<file path="src/rtl/pa_f_spsram_cfg_pkg.sv">
// Shared types and constants for the configurable single-port SRAM model.
// Optional build macro: PA_SPSRAM_INIT_EN enables the post-reset init sweep.
package pa_spsram_pkg;

  typedef enum logic {
    INIT  = 1'b0,
    READY = 1'b1
  } init_state_e;

  localparam int WM_NOCHANGE = 0;
  localparam int WM_WTHROUGH = 1;

endpackage

</file>
<file path="src/rtl/pa_f_spsram_cfg_if.sv">
// Access bus of the single-port SRAM: control, address, data and init status.
interface pa_f_spsram_cfg_if #(
  parameter int ADDR_WIDTH = 5,
  parameter int DATA_WIDTH = 46
);
  logic                  CEN;
  logic                  GWEN;
  logic [DATA_WIDTH-1:0] WEN;
  logic [ADDR_WIDTH-1:0] A;
  logic [DATA_WIDTH-1:0] D;
  logic [DATA_WIDTH-1:0] Q;
  logic                  INIT_BUSY;

  modport master (output CEN, GWEN, WEN, A, D, input Q, INIT_BUSY);
  modport slave  (input CEN, GWEN, WEN, A, D, output Q, INIT_BUSY);
endinterface

</file>
<file path="src/rtl/pa_f_spsram_cfg_array.sv">
// Behavioural DEPTH x DATA_WIDTH storage: per-bit active-low write enable,
// combinational read of the presented address (registered by the caller).
module pa_f_spsram_cfg_array #(
  parameter int ADDR_WIDTH = 5,
  parameter int DATA_WIDTH = 46
) (
  input  logic                  clk,
  input  logic                  i_we,
  input  logic [DATA_WIDTH-1:0] i_wen,
  input  logic [ADDR_WIDTH-1:0] i_addr,
  input  logic [DATA_WIDTH-1:0] i_d,
  output logic [DATA_WIDTH-1:0] o_rdata
);
  localparam int DEPTH = 1 << ADDR_WIDTH;

  logic [DATA_WIDTH-1:0] r_mem [DEPTH];

  always_ff @(posedge clk) begin
    if (i_we) begin
      for (int b = 0; b < DATA_WIDTH; b++) begin
        if (!i_wen[b]) r_mem[i_addr][b] <= i_d[b];
      end
    end
  end

  assign o_rdata = r_mem[i_addr];

endmodule

</file>
<file path="src/rtl/pa_f_spsram_cfg.sv">
// Configurable single-port SRAM: address hold, read register, optional output stage.
// Build macro PA_SPSRAM_INIT_EN adds an INIT->READY sweep writing INIT_VALUE after reset.
module pa_f_spsram_cfg
  import pa_spsram_pkg::*;
#(
  parameter int                    ADDR_WIDTH = 5,
  parameter int                    DATA_WIDTH = 46,
  parameter int                    OUT_REG    = 0,
  parameter int                    WRITE_MODE = WM_NOCHANGE,
  parameter logic [DATA_WIDTH-1:0] INIT_VALUE = '0
) (
  input logic              CLK,
  input logic              RST_B,
  pa_f_spsram_cfg_if.slave bus
);
  logic                  w_init_busy;
  logic [ADDR_WIDTH-1:0] w_init_addr;

`ifdef PA_SPSRAM_INIT_EN
  localparam int DEPTH = 1 << ADDR_WIDTH;

  init_state_e           r_state, w_state_next;
  logic [ADDR_WIDTH-1:0] r_init_cnt, w_init_cnt_next;

  always_ff @(posedge CLK or negedge RST_B) begin
    if (!RST_B) begin
      r_state    <= INIT;
      r_init_cnt <= '0;
    end else begin
      r_state    <= w_state_next;
      r_init_cnt <= w_init_cnt_next;
    end
  end

  always_comb begin
    w_state_next    = r_state;
    w_init_cnt_next = r_init_cnt;
    w_init_busy     = 1'b0;
    case (r_state)
      INIT: begin
        w_init_busy     = 1'b1;
        w_init_cnt_next = r_init_cnt + ADDR_WIDTH'(1);
        if (r_init_cnt == ADDR_WIDTH'(DEPTH - 1)) w_state_next = READY;
      end
      default: ;
    endcase
  end

  assign w_init_addr = r_init_cnt;
`else
  assign w_init_busy = 1'b0;
  assign w_init_addr = '0;
`endif

  logic                  w_access, w_wr, w_rd;
  logic [ADDR_WIDTH-1:0] r_addr, w_addr_hold, w_arr_addr;
  logic                  w_arr_we;
  logic [DATA_WIDTH-1:0] w_arr_wen, w_arr_d, w_rdata, w_merged;
  logic [DATA_WIDTH-1:0] r_q1, r_q2;
  logic                  r_v1;

  assign w_access = !bus.CEN && !w_init_busy;
  assign w_wr     = w_access && !bus.GWEN;
  assign w_rd     = w_access && bus.GWEN;

  // Keep the array address stable while deselected so the read path never glitches.
  always_ff @(posedge CLK or negedge RST_B) begin
    if (!RST_B)        r_addr <= '0;
    else if (!bus.CEN) r_addr <= bus.A;
  end

  assign w_addr_hold = bus.CEN ? r_addr : bus.A;
  assign w_arr_addr  = w_init_busy ? w_init_addr : w_addr_hold;
  assign w_arr_we    = w_init_busy || w_wr;
  assign w_arr_wen   = w_init_busy ? '0 : bus.WEN;
  assign w_arr_d     = w_init_busy ? INIT_VALUE : bus.D;
  assign w_merged    = (w_rdata & bus.WEN) | (bus.D & ~bus.WEN);

  pa_f_spsram_cfg_array #(
    .ADDR_WIDTH (ADDR_WIDTH),
    .DATA_WIDTH (DATA_WIDTH)
  ) u_array (
    .clk     (CLK),
    .i_we    (w_arr_we),
    .i_wen   (w_arr_wen),
    .i_addr  (w_arr_addr),
    .i_d     (w_arr_d),
    .o_rdata (w_rdata)
  );

  always_ff @(posedge CLK or negedge RST_B) begin
    if (!RST_B) begin
      r_q1 <= '0;
      r_v1 <= 1'b0;
    end else begin
      r_v1 <= 1'b0;
      if (w_rd) begin
        r_q1 <= w_rdata;
        r_v1 <= 1'b1;
      end else if (w_wr && (WRITE_MODE == WM_WTHROUGH)) begin
        r_q1 <= w_merged;
        r_v1 <= 1'b1;
      end
    end
  end

  // Stage 2 follows stage 1 only on fresh loads, so idle cycles keep Q stable.
  always_ff @(posedge CLK or negedge RST_B) begin
    if (!RST_B)    r_q2 <= '0;
    else if (r_v1) r_q2 <= r_q1;
  end

  assign bus.Q         = (OUT_REG != 0) ? r_q2 : r_q1;
  assign bus.INIT_BUSY = w_init_busy;

endmodule
</file>
<file path="src/flat_wrapper.sv">
// flat-port wrapper written by rule: the top's interface ports become plain ports
module pa_f_spsram_cfg_flat import pa_spsram_pkg::*;
#(
  parameter int                    ADDR_WIDTH = 5,
  parameter int                    DATA_WIDTH = 46,
  parameter int                    OUT_REG    = 0,
  parameter int                    WRITE_MODE = WM_NOCHANGE,
  parameter logic [DATA_WIDTH-1:0] INIT_VALUE = '0
)
  (CLK, RST_B, bus_CEN, bus_GWEN, bus_WEN, bus_A, bus_D, bus_Q, bus_INIT_BUSY);
  pa_f_spsram_cfg_if #(.ADDR_WIDTH(ADDR_WIDTH), .DATA_WIDTH(DATA_WIDTH)) bus_i ();
  input logic CLK;
  input logic RST_B;
  input wire logic [$bits(bus_i.CEN)-1:0] bus_CEN;
  input wire logic [$bits(bus_i.GWEN)-1:0] bus_GWEN;
  input wire logic [$bits(bus_i.WEN)-1:0] bus_WEN;
  input wire logic [$bits(bus_i.A)-1:0] bus_A;
  input wire logic [$bits(bus_i.D)-1:0] bus_D;
  output wire logic [$bits(bus_i.Q)-1:0] bus_Q;
  output wire logic [$bits(bus_i.INIT_BUSY)-1:0] bus_INIT_BUSY;
  assign bus_i.CEN = bus_CEN;
  assign bus_i.GWEN = bus_GWEN;
  assign bus_i.WEN = bus_WEN;
  assign bus_i.A = bus_A;
  assign bus_i.D = bus_D;
  assign bus_Q = bus_i.Q;
  assign bus_INIT_BUSY = bus_i.INIT_BUSY;
  pa_f_spsram_cfg #(.ADDR_WIDTH(ADDR_WIDTH), .DATA_WIDTH(DATA_WIDTH), .OUT_REG(OUT_REG), .WRITE_MODE(WRITE_MODE), .INIT_VALUE(INIT_VALUE)) u_core (.CLK(CLK), .RST_B(RST_B), .bus(bus_i));
endmodule
</file>
<file path="config.mk">
export PLATFORM = sky130hd
export DESIGN_NAME = pa_f_spsram_cfg_flat
export DESIGN_NICKNAME = d
export VERILOG_FILES = /design/src/rtl/pa_f_spsram_cfg_pkg.sv /design/src/rtl/pa_f_spsram_cfg_if.sv /design/src/rtl/pa_f_spsram_cfg_array.sv /design/src/rtl/pa_f_spsram_cfg.sv /design/src/flat_wrapper.sv
export SDC_FILE = /design/constraint.sdc
export NUM_CORES = 2
export LEC_CHECK = 0
export CORE_ASPECT_RATIO = 0.9
export CORE_MARGIN = 2
export CORE_UTILIZATION = 40
export DETAILED_ROUTE_END_ITERATION = 8
export PLACE_DENSITY = 0.65
export SLEW_MARGIN = 15
export SYNTH_ARGS = -nofsm -noshare
export SYNTH_HDL_FRONTEND = slang
export SYNTH_SLANG_ARGS = --single-unit
</file>
<file path="constraint.sdc">
create_clock -name CLK -period 6.5 [get_ports CLK]
set_clock_uncertainty 0.1 [all_clocks]
set_input_delay 1.3 -clock CLK [delete_from_list [all_inputs] [get_ports CLK]]
set_output_delay 1.3 -clock CLK [all_outputs]
set_load 0.02 [all_outputs]
</file>
==> impl_metrics.env <==
export IMPL_wl_per_cell_um=28.86
export IMPL_finalWorstSetupSlack_ns=2.039
export IMPL_worstSetupPathType="input pin to flip-flop"
export IMPL_synth_top_family_by_area="simple AND/OR/NAND/NOR gates"
export IMPL_fmax_mhz=224.2
export IMPL_drv_cap=0
export IMPL_period_needed_ns=4.461
export IMPL_synth_compound_area_share_pct=4.058
export IMPL_critPathTopFamily="simple AND/OR/NAND/NOR gates"
export IMPL_rows=139
export IMPL_grt_ovfl_total=0
export IMPL_dieArea_um2=164400
export IMPL_drv_slew=0
export IMPL_worstPathMaxFanout=49
export IMPL_crit_path_max_incr_delay_ns=0.89
export IMPL_die_h_um=384.9
export IMPL_gp_congestion=0.7805
export IMPL_relSlewSlack_pct=14.71
export IMPL_endpoint_kind="flip-flop"
export IMPL_cts_setup_buffers=0
export IMPL_synth_top_cell_by_area="edfxtp_1"
export IMPL_port_buffers=146
export IMPL_fillers=14090
export IMPL_final_cell_area_um2=72520
export IMPL_die_width_um=427.2
export IMPL_track_usage_pct=23.93
export IMPL_grt_pass1_vias=39150
export IMPL_synth_area_um2=64480
export IMPL_peakVddDrop_mv=0.2512
export IMPL_startpoint_type="input pin"
export IMPL_hold_class="input pin to async pin"
export IMPL_hold_viol=0
export IMPL_worst_ep_arrival_time_ns=4.82
export IMPL_power_density_nw_per_um2=298.6
export IMPL_start_util_pct=40.34
export IMPL_period_share_pct=68.62
export IMPL_vias=41050
export IMPL_dr_pass1_iters=6
export IMPL_areaGrowthSynthToFinish_pct=12.47
export IMPL_muxShareOfSynthArea_pct=10.78
export IMPL_drc=0
export IMPL_ys_seq_area_share_pct=70.53
export IMPL_synth_seq_cells=1523
export IMPL_leakagePower_nw=23.10
export IMPL_antenna_found_initial=10
export IMPL_drive_above_1_share_pct=10.94
export IMPL_fin_setup_tns_ns=0
export IMPL_synth_nets=4888
export IMPL_syn_avg_cell_area_um2=13.47
export IMPL_ys_warn_count=0
export IMPL_drt_iter0_drc=6378
export IMPL_clk_path_buf_depth=3
export IMPL_hold_buffers=0
export IMPL_multiInputGateArea_um2=17410
export IMPL_status="completed"
export IMPL_grt_pass1_wl_mm=281.4
export IMPL_fin_nets=4779
export IMPL_synthCells=4787
export IMPL_clk_latency_ns=0.79
export IMPL_grt_max_degree=112
export IMPL_synthAdderAreaFrac_pct=0
export IMPL_seqCellArea_um2=45480
export IMPL_ios=148
export IMPL_core_region_area_um2=159800
export IMPL_clock_sink_count=1523
export IMPL_cts_tree="yes"
export IMPL_viasPerCell=5.935
export IMPL_rsz0062_at_grt="false"
export IMPL_clk_pin_slew_ns=0.06
export IMPL_final_antenna_net_count=0
export IMPL_tightest_slew_ns=1.279
export IMPL_dpl_hpwl_mm=103.4
export IMPL_setup_viol=0
export IMPL_postCtsResizedCells=0
export IMPL_post_dp_cell_area_um2=67650
export IMPL_crit_buf_inv=1
export IMPL_synth_xor_area_share_pct=0
export IMPL_synth_distinct_cells=43
export IMPL_critPathRequiredTime_ns=6.86
export IMPL_wirelength_mm=199.6
export IMPL_path_cells="buf_4 > nor4b_1 > or2_2 > nand2_4 > nor2_1"
export IMPL_synth_area_top_cells="edfxtp_1, nor2_1, mux4_2"
export IMPL_dp_slack_ns=1.358
export IMPL_yosysTopAreaCellShare_pct=68.55
export IMPL_synth_simple_area_share_pct=11.49
export IMPL_cts_buffers_inserted=152
export IMPL_htree_levels=4
export IMPL_slowest_stage="nor4b_1"
export IMPL_cts_root_buffer="clkbuf_16"
-- metal layers --
| metal | vias up | part of all wire (%) | GRT usage, % |
|---|---|---|---|
| met5 | - | 0.0060 | 0 |
| met4 | 2 | 4.1 | 9.722 |
| met3 | 408 | 10 | 3.992 |
| met2 | 2335 | 47 | 38.37 |
| met1 | 21200 | 38 | 32.49 |
| li1 | 17100 | - | - |
-- stage by stage --
stage                     hold slack [ns]  utilization, %  power [W]  std cells
after floorplan                    0.4810               -    0.01217       4787
after global placement             0.4398           42.33    0.01308       6637
after detailed placement           0.4572           42.33    0.01310       6637
after CTS                          0.4109           45.36    0.02169       6912
after global routing               0.4522           45.37    0.02215       6916
final                              0.4323           45.37    0.02166       6916
-- synthesized netlist by cell type, drive strengths merged --
| library cell | number |
|---|---|
| nor4b | 6 |
| mux2i | 336 |
| and4 | 1 |
| nor2b | 1 |
| a22o | 20 |
| conb | 1 |
| inv | 2 |
| dfrtp | 51 |
| o22ai | 157 |
| nand2b | 1 |
| nor4bb | 4 |
| mux4 | 156 |
| a31oi | 44 |
| or3 | 46 |
| and4b | 4 |
| a221oi | 1 |
| a21oi | 91 |
| a222oi | 7 |
| nor2 | 1528 |
| clkbuf | 356 |
| and4bb | 2 |
| nand2 | 210 |
| buf | 128 |
| nor4 | 56 |
| a2111oi | 19 |
| or2 | 8 |
| o21ai | 36 |
| mux2 | 5 |
| a22oi | 36 |
| a41oi | 2 |
| edfxtp | 1472 |
-- cell type report --
cell class | instances | area share, %
diodes | 2 | 0.006901
inverters | 2 | 0.03106
clock buffers | 219 | 5.976
well taps | 2115 | 3.649
clock inverters | 56 | 0.7160
flip-flops and latches | 1523 | 62.71
multi-input cells | 2778 | 24.00
repair buffers | 221 | 2.905
-- report_power, final --
group	switching (W)	internal [W]	total, W
combinational	0.00131	0.000640	0.00195
clock	0.00373	0.00502	0.00875
sequential	0.0000945	0.0109	0.0110
-- path summary, 6_finish.rpt --
kind / startpoint / end / slack, ns / depth (start not counted)
min in group CLK: u_core.bus.Q[23] / u_core.bus.Q[23] / 0.47 / 2
max: bus_CEN / u_core.u_array.r_mem[0][32] / 2.04 / 5
max in group asynchronous: RST_B / u_core.r_addr[1] / 4.66 / 2
max reg2reg: u_core.r_addr[3] / u_core.u_array.r_mem[0][32] / 2.72 / 4
min: RST_B / u_core.bus.Q[6] / 0.43 / 1
min reg2reg: u_core.bus.Q[23] / u_core.bus.Q[23] / 0.47 / 2
-- cells by family after synthesis --
kind of cell,Yosys count
AOI/OAI and AO/OA,413
buffers and inverters,486
other,1
muxes,497
DFF,1523
and+or+nand+nor,1867
-- registers in the layout, summed over array words and instances, names as in the netlist --
register / cells
u_core.bus.Q: 46
u_core.r_addr: 5
u_core.u_array.r_mem: 1472
-- cells in the final DEF (no fill, tap or decap), types with 4 or more instances in the layout --
cell type        count
buf_2                5
clkdlybuf4s50_1    138
o22ai_1            157
o21ai_0             20
or3_1               40
buf_4               68
clkinv_2            23
clkinv_1            19
o21ai_4             16
mux2_2               4
nor4bb_1             4
bufinv_16           10
clkbuf_16          159
buf_12               8
nor4b_1              5
nor2_1            1525
or3_2                6
mux4_2             156
clkbuf_8            13
a31oi_1             44
edfxtp_1          1472
nor4_1              56
dfrtp_1             51
a2111oi_0           19
a222oi_1             7
or2_2                8
a22oi_1             36
clkbuf_1            47
mux2i_1            334
nand2_4             32
and4b_1              4
a21oi_1             91
a22o_1              20
nand2_1            178
No activity file was read; power rests on OpenSTA's default activity.
